--- src/rtl/lsu_pkg.sv ---
// Shared load/store size codes and the memory-side size classes they map onto.
package lsu_pkg;

  // RV32 funct3 size codes as seen by the decoder and the LSU
  localparam logic [2:0] LDST_B  = 3'd0;
  localparam logic [2:0] LDST_H  = 3'd1;
  localparam logic [2:0] LDST_W  = 3'd2;
  localparam logic [2:0] LDST_BU = 3'd4;
  localparam logic [2:0] LDST_HU = 3'd5;

  // Access width classes on the data memory port
  localparam logic [1:0] DATA_MEM_SIZE_BYTE = 2'd0;
  localparam logic [1:0] DATA_MEM_SIZE_HALF = 2'd1;
  localparam logic [1:0] DATA_MEM_SIZE_WORD = 2'd2;

  // Signedness does not matter on the memory side; fold BU/HU onto B/H
  function automatic logic [1:0] mem_size(input logic [2:0] sz);
    case (sz)
      LDST_B, LDST_BU: mem_size = DATA_MEM_SIZE_BYTE;
      LDST_H, LDST_HU: mem_size = DATA_MEM_SIZE_HALF;
      default:         mem_size = DATA_MEM_SIZE_WORD;
    endcase
  endfunction

  // Size code is defined and the address is naturally aligned for it
  function automatic logic size_legal(input logic [2:0] sz, input logic [1:0] off);
    case (sz)
      LDST_B, LDST_BU: size_legal = 1'b1;
      LDST_H, LDST_HU: size_legal = ~off[0];
      LDST_W:          size_legal = (off == 2'b00);
      default:         size_legal = 1'b0;
    endcase
  endfunction

endpackage

--- src/rtl/lsu_if.sv ---
// Core-side and memory-side signals of the load/store unit.
interface lsu_if #(
  parameter int ADDR_WIDTH = 32
);
  logic                  core_req_i;
  logic                  core_we_i;
  logic [2:0]            core_size_i;
  logic [ADDR_WIDTH-1:0] core_addr_i;
  logic [31:0]           core_wd_i;
  logic [31:0]           core_rd_o;
  logic                  core_stall_o;
  logic                  core_err_o;
  logic                  mem_req_o;
  logic                  mem_we_o;
  logic [3:0]            mem_be_o;
  logic [ADDR_WIDTH-1:0] mem_addr_o;
  logic [31:0]           mem_wd_o;
  logic [31:0]           mem_rd_i;
  logic                  mem_ready_i;

  // The LSU itself
  modport slave (
    input  core_req_i, core_we_i, core_size_i, core_addr_i, core_wd_i,
    input  mem_rd_i, mem_ready_i,
    output core_rd_o, core_stall_o, core_err_o,
    output mem_req_o, mem_we_o, mem_be_o, mem_addr_o, mem_wd_o
  );

  // Whatever drives the core requests and models the memory
  modport master (
    output core_req_i, core_we_i, core_size_i, core_addr_i, core_wd_i,
    output mem_rd_i, mem_ready_i,
    input  core_rd_o, core_stall_o, core_err_o,
    input  mem_req_o, mem_we_o, mem_be_o, mem_addr_o, mem_wd_o
  );
endinterface

--- src/rtl/lsu_load_align.sv ---
// Picks the addressed lane out of a memory read word and extends it to 32 bits.
module lsu_load_align
  import lsu_pkg::*;
(
  input  logic [31:0] mem_rd_i,
  input  logic [2:0]  size_i,
  input  logic [1:0]  off_i,
  output logic [31:0] data_o
);
  logic [7:0]  byte_sel;
  logic [15:0] half_sel;

  assign byte_sel = mem_rd_i[{off_i, 3'b000} +: 8];
  assign half_sel = off_i[1] ? mem_rd_i[31:16] : mem_rd_i[15:0];

  // Sign- or zero-extend the selected lane according to the captured size code
  always_comb begin
    case (size_i)
      LDST_B:  data_o = {{24{byte_sel[7]}}, byte_sel};
      LDST_BU: data_o = {24'h0, byte_sel};
      LDST_H:  data_o = {{16{half_sel[15]}}, half_sel};
      LDST_HU: data_o = {16'h0, half_sel};
      default: data_o = mem_rd_i;
    endcase
  end
endmodule

--- src/rtl/lsu.sv ---
// Load/store unit: turns core byte-addressed accesses into word-lane memory
// transactions and stalls the core across the one-cycle read latency.
//
// state | meaning
// IDLE  | no access in flight; a legal core request is issued combinationally
// RESP  | request accepted last cycle; memory read word is valid, core released
module lsu
  import lsu_pkg::*;
#(
  parameter int ADDR_WIDTH = 32
) (
  input logic  clk_i,
  input logic  rst_i,
  lsu_if.slave bus
);
  localparam logic [0:0] ST_IDLE = 1'b0;
  localparam logic [0:0] ST_RESP = 1'b1;

  logic [0:0] state_q, state_d;
  logic [2:0] size_q, size_d;
  logic [1:0] off_q, off_d;
  logic       we_q, we_d;

  logic [1:0]  off;
  logic        err;
  logic        issue;
  logic [3:0]  be;
  logic [31:0] wd_rep;
  logic [31:0] ld_word;

  assign off   = bus.core_addr_i[1:0];
  assign err   = bus.core_req_i && !size_legal(bus.core_size_i, off);
  // Output gating with rst_i keeps every output low for as long as reset is held
  assign issue = !rst_i && (state_q == ST_IDLE) && bus.core_req_i && !err;

  // Lane enables and replicated store data from the access width
  always_comb begin
    be     = 4'b1111;
    wd_rep = bus.core_wd_i;
    case (mem_size(bus.core_size_i))
      DATA_MEM_SIZE_BYTE: begin
        be     = 4'b0001 << off;
        wd_rep = {4{bus.core_wd_i[7:0]}};
      end
      DATA_MEM_SIZE_HALF: begin
        be     = off[1] ? 4'b1100 : 4'b0011;
        wd_rep = {2{bus.core_wd_i[15:0]}};
      end
      default: ;
    endcase
  end

  lsu_load_align u_load_align (
    .mem_rd_i (bus.mem_rd_i),
    .size_i   (size_q),
    .off_i    (off_q),
    .data_o   (ld_word)
  );

  assign bus.mem_req_o    = issue;
  assign bus.mem_we_o     = issue && bus.core_we_i;
  assign bus.mem_be_o     = issue ? be : 4'b0000;
  assign bus.mem_addr_o   = issue ? bus.core_addr_i : {ADDR_WIDTH{1'b0}};
  assign bus.mem_wd_o     = issue ? wd_rep : 32'h0;
  assign bus.core_stall_o = issue;
  assign bus.core_err_o   = !rst_i && (state_q == ST_IDLE) && err;
  assign bus.core_rd_o    = (!rst_i && (state_q == ST_RESP) && !we_q) ? ld_word : 32'h0;

  // Next state: capture access shape on acceptance, RESP always lasts one cycle
  always_comb begin
    state_d = state_q;
    size_d  = size_q;
    off_d   = off_q;
    we_d    = we_q;
    case (state_q)
      ST_IDLE: begin
        if (issue && bus.mem_ready_i) begin
          state_d = ST_RESP;
          size_d  = bus.core_size_i;
          off_d   = off;
          we_d    = bus.core_we_i;
        end
      end
      default: state_d = ST_IDLE;
    endcase
  end

  // State registers with asynchronous reset
  always_ff @(posedge clk_i or posedge rst_i) begin
    if (rst_i) begin
      state_q <= ST_IDLE;
      size_q  <= 3'd0;
      off_q   <= 2'd0;
      we_q    <= 1'b0;
    end else begin
      state_q <= state_d;
      size_q  <= size_d;
      off_q   <= off_d;
      we_q    <= we_d;
    end
  end
endmodule

--- src/flat_wrapper.sv ---
// flat-port wrapper written by rule: the top's interface ports become plain ports
module lsu_flat import lsu_pkg::*;
#(
  parameter int ADDR_WIDTH = 32
)
  (clk_i, rst_i, bus_core_req_i, bus_core_we_i, bus_core_size_i, bus_core_addr_i, bus_core_wd_i, bus_mem_rd_i, bus_mem_ready_i, bus_core_rd_o, bus_core_stall_o, bus_core_err_o, bus_mem_req_o, bus_mem_we_o, bus_mem_be_o, bus_mem_addr_o, bus_mem_wd_o);
  lsu_if #(.ADDR_WIDTH(ADDR_WIDTH)) bus_i ();
  input logic clk_i;
  input logic rst_i;
  input wire logic [$bits(bus_i.core_req_i)-1:0] bus_core_req_i;
  input wire logic [$bits(bus_i.core_we_i)-1:0] bus_core_we_i;
  input wire logic [$bits(bus_i.core_size_i)-1:0] bus_core_size_i;
  input wire logic [$bits(bus_i.core_addr_i)-1:0] bus_core_addr_i;
  input wire logic [$bits(bus_i.core_wd_i)-1:0] bus_core_wd_i;
  input wire logic [$bits(bus_i.mem_rd_i)-1:0] bus_mem_rd_i;
  input wire logic [$bits(bus_i.mem_ready_i)-1:0] bus_mem_ready_i;
  output wire logic [$bits(bus_i.core_rd_o)-1:0] bus_core_rd_o;
  output wire logic [$bits(bus_i.core_stall_o)-1:0] bus_core_stall_o;
  output wire logic [$bits(bus_i.core_err_o)-1:0] bus_core_err_o;
  output wire logic [$bits(bus_i.mem_req_o)-1:0] bus_mem_req_o;
  output wire logic [$bits(bus_i.mem_we_o)-1:0] bus_mem_we_o;
  output wire logic [$bits(bus_i.mem_be_o)-1:0] bus_mem_be_o;
  output wire logic [$bits(bus_i.mem_addr_o)-1:0] bus_mem_addr_o;
  output wire logic [$bits(bus_i.mem_wd_o)-1:0] bus_mem_wd_o;
  assign bus_i.core_req_i = bus_core_req_i;
  assign bus_i.core_we_i = bus_core_we_i;
  assign bus_i.core_size_i = bus_core_size_i;
  assign bus_i.core_addr_i = bus_core_addr_i;
  assign bus_i.core_wd_i = bus_core_wd_i;
  assign bus_i.mem_rd_i = bus_mem_rd_i;
  assign bus_i.mem_ready_i = bus_mem_ready_i;
  assign bus_core_rd_o = bus_i.core_rd_o;
  assign bus_core_stall_o = bus_i.core_stall_o;
  assign bus_core_err_o = bus_i.core_err_o;
  assign bus_mem_req_o = bus_i.mem_req_o;
  assign bus_mem_we_o = bus_i.mem_we_o;
  assign bus_mem_be_o = bus_i.mem_be_o;
  assign bus_mem_addr_o = bus_i.mem_addr_o;
  assign bus_mem_wd_o = bus_i.mem_wd_o;
  lsu #(.ADDR_WIDTH(ADDR_WIDTH)) u_core (.clk_i(clk_i), .rst_i(rst_i), .bus(bus_i));
endmodule
--- config.mk ---
export PLATFORM = sky130hd
export DESIGN_NAME = lsu_flat
export DESIGN_NICKNAME = d
export VERILOG_FILES = /design/src/rtl/lsu_pkg.sv /design/src/rtl/lsu_if.sv /design/src/rtl/lsu_load_align.sv /design/src/rtl/lsu.sv /design/src/flat_wrapper.sv
export SDC_FILE = /design/constraint.sdc
export NUM_CORES = 1
export LEC_CHECK = 0
export CORE_UTILIZATION = 30
export CTS_CLUSTER_DIAMETER = 60
export DETAILED_ROUTE_END_ITERATION = 8
export HOLD_SLACK_MARGIN = 0.15
export PLACE_DENSITY = 0.87
export SLEW_MARGIN = 40
export SYNTH_ARGS = -nofsm -noshare
export SYNTH_HDL_FRONTEND = slang
export SYNTH_SLANG_ARGS = --single-unit
export TNS_END_PERCENT = 50
--- constraint.sdc ---
create_clock -name clk_i -period 1.7 [get_ports clk_i]
set_input_delay 0.17 -clock clk_i [delete_from_list [all_inputs] [get_ports clk_i]]
set_output_delay 0.17 -clock clk_i [all_outputs]
set_load 0.05 [all_outputs]
==> results of run 1 <==
[cell usage after synthesis, types with 3 or more instances]
library cell	number	area (µm²)
nand2_1	40	150.1
o21ai_0	16	80.08
and2_1	41	256.5
a221oi_1	3	26.28
dfrtp_1	7	175.2
a21oi_1	22	110.1
nand2b_1	3	18.77
nor2b_1	14	87.58
mux2_2	16	180.2
buf_6	3	33.78
buf_2	13	65.06
nor4bb_1	3	30.03
a2111oi_0	8	70.07
nor3_1	3	15.01
o21ai_2	10	87.58
clkbuf_1	8	30.03
inv_1	7	26.28
nor2_1	17	63.81
o221a_2	5	56.30
nor3b_1	5	37.54
mux2i_1	18	180.2
[metrics by stage]
stage	TNS [ns]	hold slack [ns]	cells	cell area [µm²]
after floorplan	-9.462	-0.02660	280	2631
after global placement	-33.90	0.6121	580	5293
after detailed placement	-40.01	0.6118	580	5295
after CTS	-28.88	0.2045	593	5982
[routing by layer]
metal  overflow  global-route usage (%)
met2         34                   96.42
met4         17                   80.25
met1          0                   66.28
met5          0                       0
met3          0                   41.15
[cells by family after synthesis]
kind of cell           synth area share (%)
multiplexers                          21.59
AND/OR/NAND/NOR                       36.11
buffers and inverters                 8.838
AO/OA/AOI/OAI                         24.62
flip-flops                            8.838
[what timing repair did]
item	4_1_cts
gates cloned	3
gates resized for setup	145
pin swaps	9
buffers inserted	6
setup endpoints to repair	110
==> metrics.txt, run 1 <==
status did not finish; Stopped at global routing; Error [ERROR GRT-0232] Routing congestion too high. Check the congestion heatmap in the GUI.; GRT overflow 51; Synth cell types 35; number of port buffers 207; CTS H-tree lvls 1; clk buf depth 2; initial core utilization 31.21%; clk sink count 7; largest net degree at the start of global routing 25; number of synthesized flops with an enable pin 0; Syn Area/Cell 7.078 µm²; Post-Syn Nets 384; die width 83.28 µm; Num CTS Buffers 3; routability cong. 0.9152; Syn Inst Count 280; CTS Hold Bufs 0; Die H 83.28 µm; Yosys reg bits 7; total track usage 69.50%; hpwl dp 9.358 mm; asr flop ratio synth 100.0%; Root Driver clkbuf_8; Place WS -0.4655 ns; GRT repair_timing worst endpoint bus_mem_wd_o[6]; initial antenna violation count 2; Seq/Total Area, Yosys 8.838%; dominant synthesized flop cell dfrtp_1; mapped cell area 1982 µm²; Row Count 29; worst endpoint pin kind output port; total number of yosys warnings 0; Ports 208
==> run 2, diff against run 1 <==
--- a/config.mk
+++ b/config.mk
@@ -6,10 +6,8 @@
 export NUM_CORES = 1
 export LEC_CHECK = 0
 export CORE_UTILIZATION = 30
-export CTS_CLUSTER_DIAMETER = 60
 export DETAILED_ROUTE_END_ITERATION = 8
-export HOLD_SLACK_MARGIN = 0.15
-export PLACE_DENSITY = 0.87
+export PLACE_DENSITY_LB_ADDON = 0.15
 export SLEW_MARGIN = 40
 export SYNTH_ARGS = -nofsm -noshare
 export SYNTH_HDL_FRONTEND = slang
==> run 2 against run 1 <==
  * The flow now finishes, with violations (setup timing)
  * Synthesized cell count did not move
  * Area after synthesis did not move
==> metrics.txt, run 2 <==
TritonCTS clock tree built; worst reg2reg endpoint u_core.size_q[1]; total track usage 30.75%; first-pass GRT wire length 17.39 mm; FMAX 463.3 MHz; Worst EP required 1.53 ns; final cell count without fillers 603; Post-Syn Nets 384; Period minus WS final 2.158 ns; 1st-iter DRT viols 284; CTS Hold Bufs 0; post-DR wirelength/cell 24.50 µm; Max Fanout on Critical Path 12; CTS H-tree lvls 1; Regs by FF count u_core.size_q x3, u_core.off_q x2; worst path arrival time 1.99 ns; DP Cell Count 591; Seq/Total Area, Yosys 8.838%; Ports 208; Syn Inst Count 280; Clock Skew 0.004607 ns; Worst-path clk slew 0.05 ns; DIE AREA 6936 µm²; routability cong. 0.8549; static leakage 2.414 nW; Slew HR 69.21%; initial antenna violation count 0; number of port buffers 207; crit path from u_core.we_q; largest net degree at the start of global routing 28; Final setup viols 110; Place WS -0.3475 ns; Cell Pwr Density 455.8 nW/µm²; DR vias 3567; mapped cell area 1982 µm²; Via density 5.915; Final ANT Viol Nets 0; initial core utilization 31.21%; Die H 83.28 µm; # fillers 150; top post-synthesis cells by area and2_1 13%, mux2i_1 9.1%, mux2_2 9.1%; Root Driver clkbuf_8; Row Count 29; total number of yosys warnings 0; commonest cells after routing, fill and taps aside 99 x clkdlybuf4s50_1, 47 x buf_4, 44 x buf_8; max reg flops 3; slew at the pin with the worst max-slew slack 0.4570 ns; worst flop-to-flop path startpoint u_core.state_q; TNS Setup -36.29 ns; Reg2Reg Depth 3; CP top delay family simple AND/OR/NAND/NOR gates; GRT overflow 0; Slowest cell on crit path or3b_4; Synth cell types 35; synth cell count leaders 41 x and2_1, 40 x nand2_1, 22 x a21oi_1; commonest non-fill, non-tap cell in the layout clkdlybuf4s50_1; Worst R2R Setup Slack 0.40 ns; core area 6350 µm²; layout net count 631; leading area contributor after synthesis and2_1; max cap viols 0; wirelength, routed 14.78 mm; hpwl dp 7.578 mm; dominant synthesized flop cell dfrtp_1; Clock Latency Late Sink 0.24 ns; asr flop ratio synth 100.0%; Worst Setup Path Type flop to primary output; period utilization 127.0%; min setup slack post-route -0.4583 ns; CP bufs+invs 2; Crit. path cell count 5; share of layout cells above drive strength 1 57.60%; number of synthesized flops with an enable pin 0; maximum VDD drop 394.3 µV; count leader, synth and2_1; Detailed Routing Iterations Pass 1 5; worst setup path endpoint bus_core_rd_o[26]; Biggest register u_core.size_q; vias in the first global route 3370; post-synth top area share 12.94%; CP Launch Type flop; violated checks setup timing; clk buf depth 2; clk sink count 7; final core occ 94.96%; Fin. Hold Viols 0; cell mode on critical path buf_12; Syn Area/Cell 7.078 µm²; Num CTS Buffers 3; die width 83.28 µm; # DRC 0; Yosys reg bits 7; ant diodes 0; RSZ-0062 raised after global routing yes; Hold Crit Class input pin to asynchronous set/reset pin; Area Growth Syn to Fin 204.2%; slowest stage delay, CP 0.44 ns; critical path capture point type primary output; crit-path cells or3b_4 > or3_4 > buf_12 > o21ai_4 > buf_12; Pins Over Slew Limit 0; status finished with violations
## run 2: cell counts after synthesis
Identical to the previous run, type by type.
## run 2: kinds of logic (layout without fill, tap and decap cells)
family	after synthesis	after routing	synth area share (%)
buf+inv	35	281	8.838
simple gates	131	131	36.11
compound gates	70	70	24.62
flops	7	7	8.838
mux	37	37	21.59
## run 2: report_power, final
part / internal [mW] / switching [mW]
Sequential: 0.207 / 0.0979
Clock: 0.164 / 0.0959
Combinational: 1.02 / 1.16
Total: 1.39 / 1.36
## run 2: how the worst min path moves through the flow
stage / slack [ns] / start / end / cells after the start
after floorplan: -0.03 / rst_i / u_core.off_q[0] / 1
after global placement: 0.58 / u_core.size_q[2] / u_core.size_q[2] / 1
after detailed placement: 0.60 / u_core.size_q[2] / u_core.size_q[2] / 1
after CTS: 0.19 / rst_i / u_core.we_q / 3
after global routing: 0.24 / rst_i / u_core.we_q / 3
final: 0.22 / rst_i / u_core.we_q / 3
## run 2: through the flow
step | cell area, µm² | power [mW] | hold slack, ns
2_1_floorplan | 2631 | 1.361 | -0.02660
3_3_place_gp | 5238 | 2.077 | 0.5807
3_5_place_dp | 5238 | 2.124 | 0.6026
4_1_cts | 5739 | 2.493 | 0.1935
5_1_grt | 6030 | 2.818 | 0.2382
6_report | 6030 | 2.748 | 0.2245
## run 2: final cells by class
class	count	area [µm²]	share of cell area [%]
repair buffers	268	3232	53.60
clock buffers	4	45.04	0.7470
inverters	9	38.79	0.6433
multi-input cells	238	2439	40.44
flip-flops and latches	7	178.9	2.967
well taps	77	96.34	1.598
## run 2: tightest hold or removal path: cells and delay by family
kind,cells,cell delay [ns]
buffers and inverters,3,0.68
## run 2: what timing repair did
action                     CTS  global route
resized for setup          123            63
cloned                       2             4
pin swaps                   12            32
setup endpoints to repair  110           110
buffers inserted             0             2
## run 2: routing by layer
metal  up-vias  global-route usage (%)  routed length (µm)
met1      1685                   32.44                4814
met5         -                       0                   0
li1       1477                       -                   -
met3       100                   5.765                1249
met2       305                   61.03                7693
met4         0                   8.464                1018
Power figures use the tool's default switching activity.
==> run 3, diff against run 2 <==
--- a/config.mk
+++ b/config.mk
@@ -5,7 +5,9 @@
 export SDC_FILE = /design/constraint.sdc
 export NUM_CORES = 1
 export LEC_CHECK = 0
+export CORE_ASPECT_RATIO = 1.1
 export CORE_UTILIZATION = 30
+export CTS_CLUSTER_SIZE = 20
 export DETAILED_ROUTE_END_ITERATION = 8
 export PLACE_DENSITY_LB_ADDON = 0.15
 export SLEW_MARGIN = 40
==> run 3 against run 2 <==
  * The flow now stops in global routing
  * Synthesized cell count stayed put
  * Area after synthesis is the same
==> metrics.txt, run 3 <==
Root Driver clkbuf_8; largest family of logic cells by synthesized area simple AND/OR/NAND/NOR gates; Row Count 30; hpwl dp 8.254 mm; Die H 87.25 µm; leading area contributor after synthesis and2_1; Num CTS Buffers 3; count leader, synth and2_1; largest net degree at the start of global routing 20; clk buf depth 2; total number of yosys warnings 0; initial core utilization 31.62%; Syn Inst Count 280; synth cell count leaders 41 x and2_1, 40 x nand2_1, 22 x a21oi_1; status did not finish; clk sink count 7; Error [ERROR DPL-0038] Utilization greater than 100%, impossible to legalize; post-synthesis adder-cell area fraction 0%; Place WS -0.4787 ns; DP Cell Count 596; Synth cell types 35; Ports 208; asr flop ratio synth 100.0%; CTS Hold Bufs 0; worst endpoint pin kind output port; Syn Area/Cell 7.078 µm²; area share of xor/xnor cells in the synthesized design 0%; post-synth top area share 12.94%; die width 79.50 µm; dominant synthesized flop cell dfrtp_1; Yosys reg bits 7; Compound-Gate Fraction of Synth Area 24.62%; fraction of the mapped netlist area in simple logic gates 36.11%; top post-synthesis cells by area and2_1 13%, mux2i_1 9.1%, mux2_2 9.1%; GRT repair_timing worst endpoint bus_core_rd_o[29]; post-synthesis mux area share 21.59%; mapped cell area 1982 µm²; Post-Syn Nets 384; number of synthesized flops with an enable pin 0; Seq/Total Area, Yosys 8.838%; number of port buffers 207; routability cong. 0.8610; Stopped at global routing; CTS H-tree lvls 1
## run 3: cell counts after synthesis
Identical to the previous run, type by type.
## run 3: logic make-up after synthesis
family                 Yosys count
flip-flops                       7
AO/OA/AOI/OAI                   70
buffers and inverters           35
multiplexers                    37
AND/OR/NAND/NOR                131
## run 3: what timing repair did
item / 4_1_cts
cloned: 3
buffers inserted: 2
pin swaps: 17
setup endpoints to repair: 110
gates resized for setup: 148
## run 3: through the flow
step	utilization, %	setup TNS, ns	hold WS [ns]	area, µm²
floorplan	-	-9.462	-0.02660	2631
global placement	84.25	-35.11	0.5247	5281
detailed placement	84.29	-40.79	0.5651	5284
CTS	94.71	-30.95	0.1017	5937
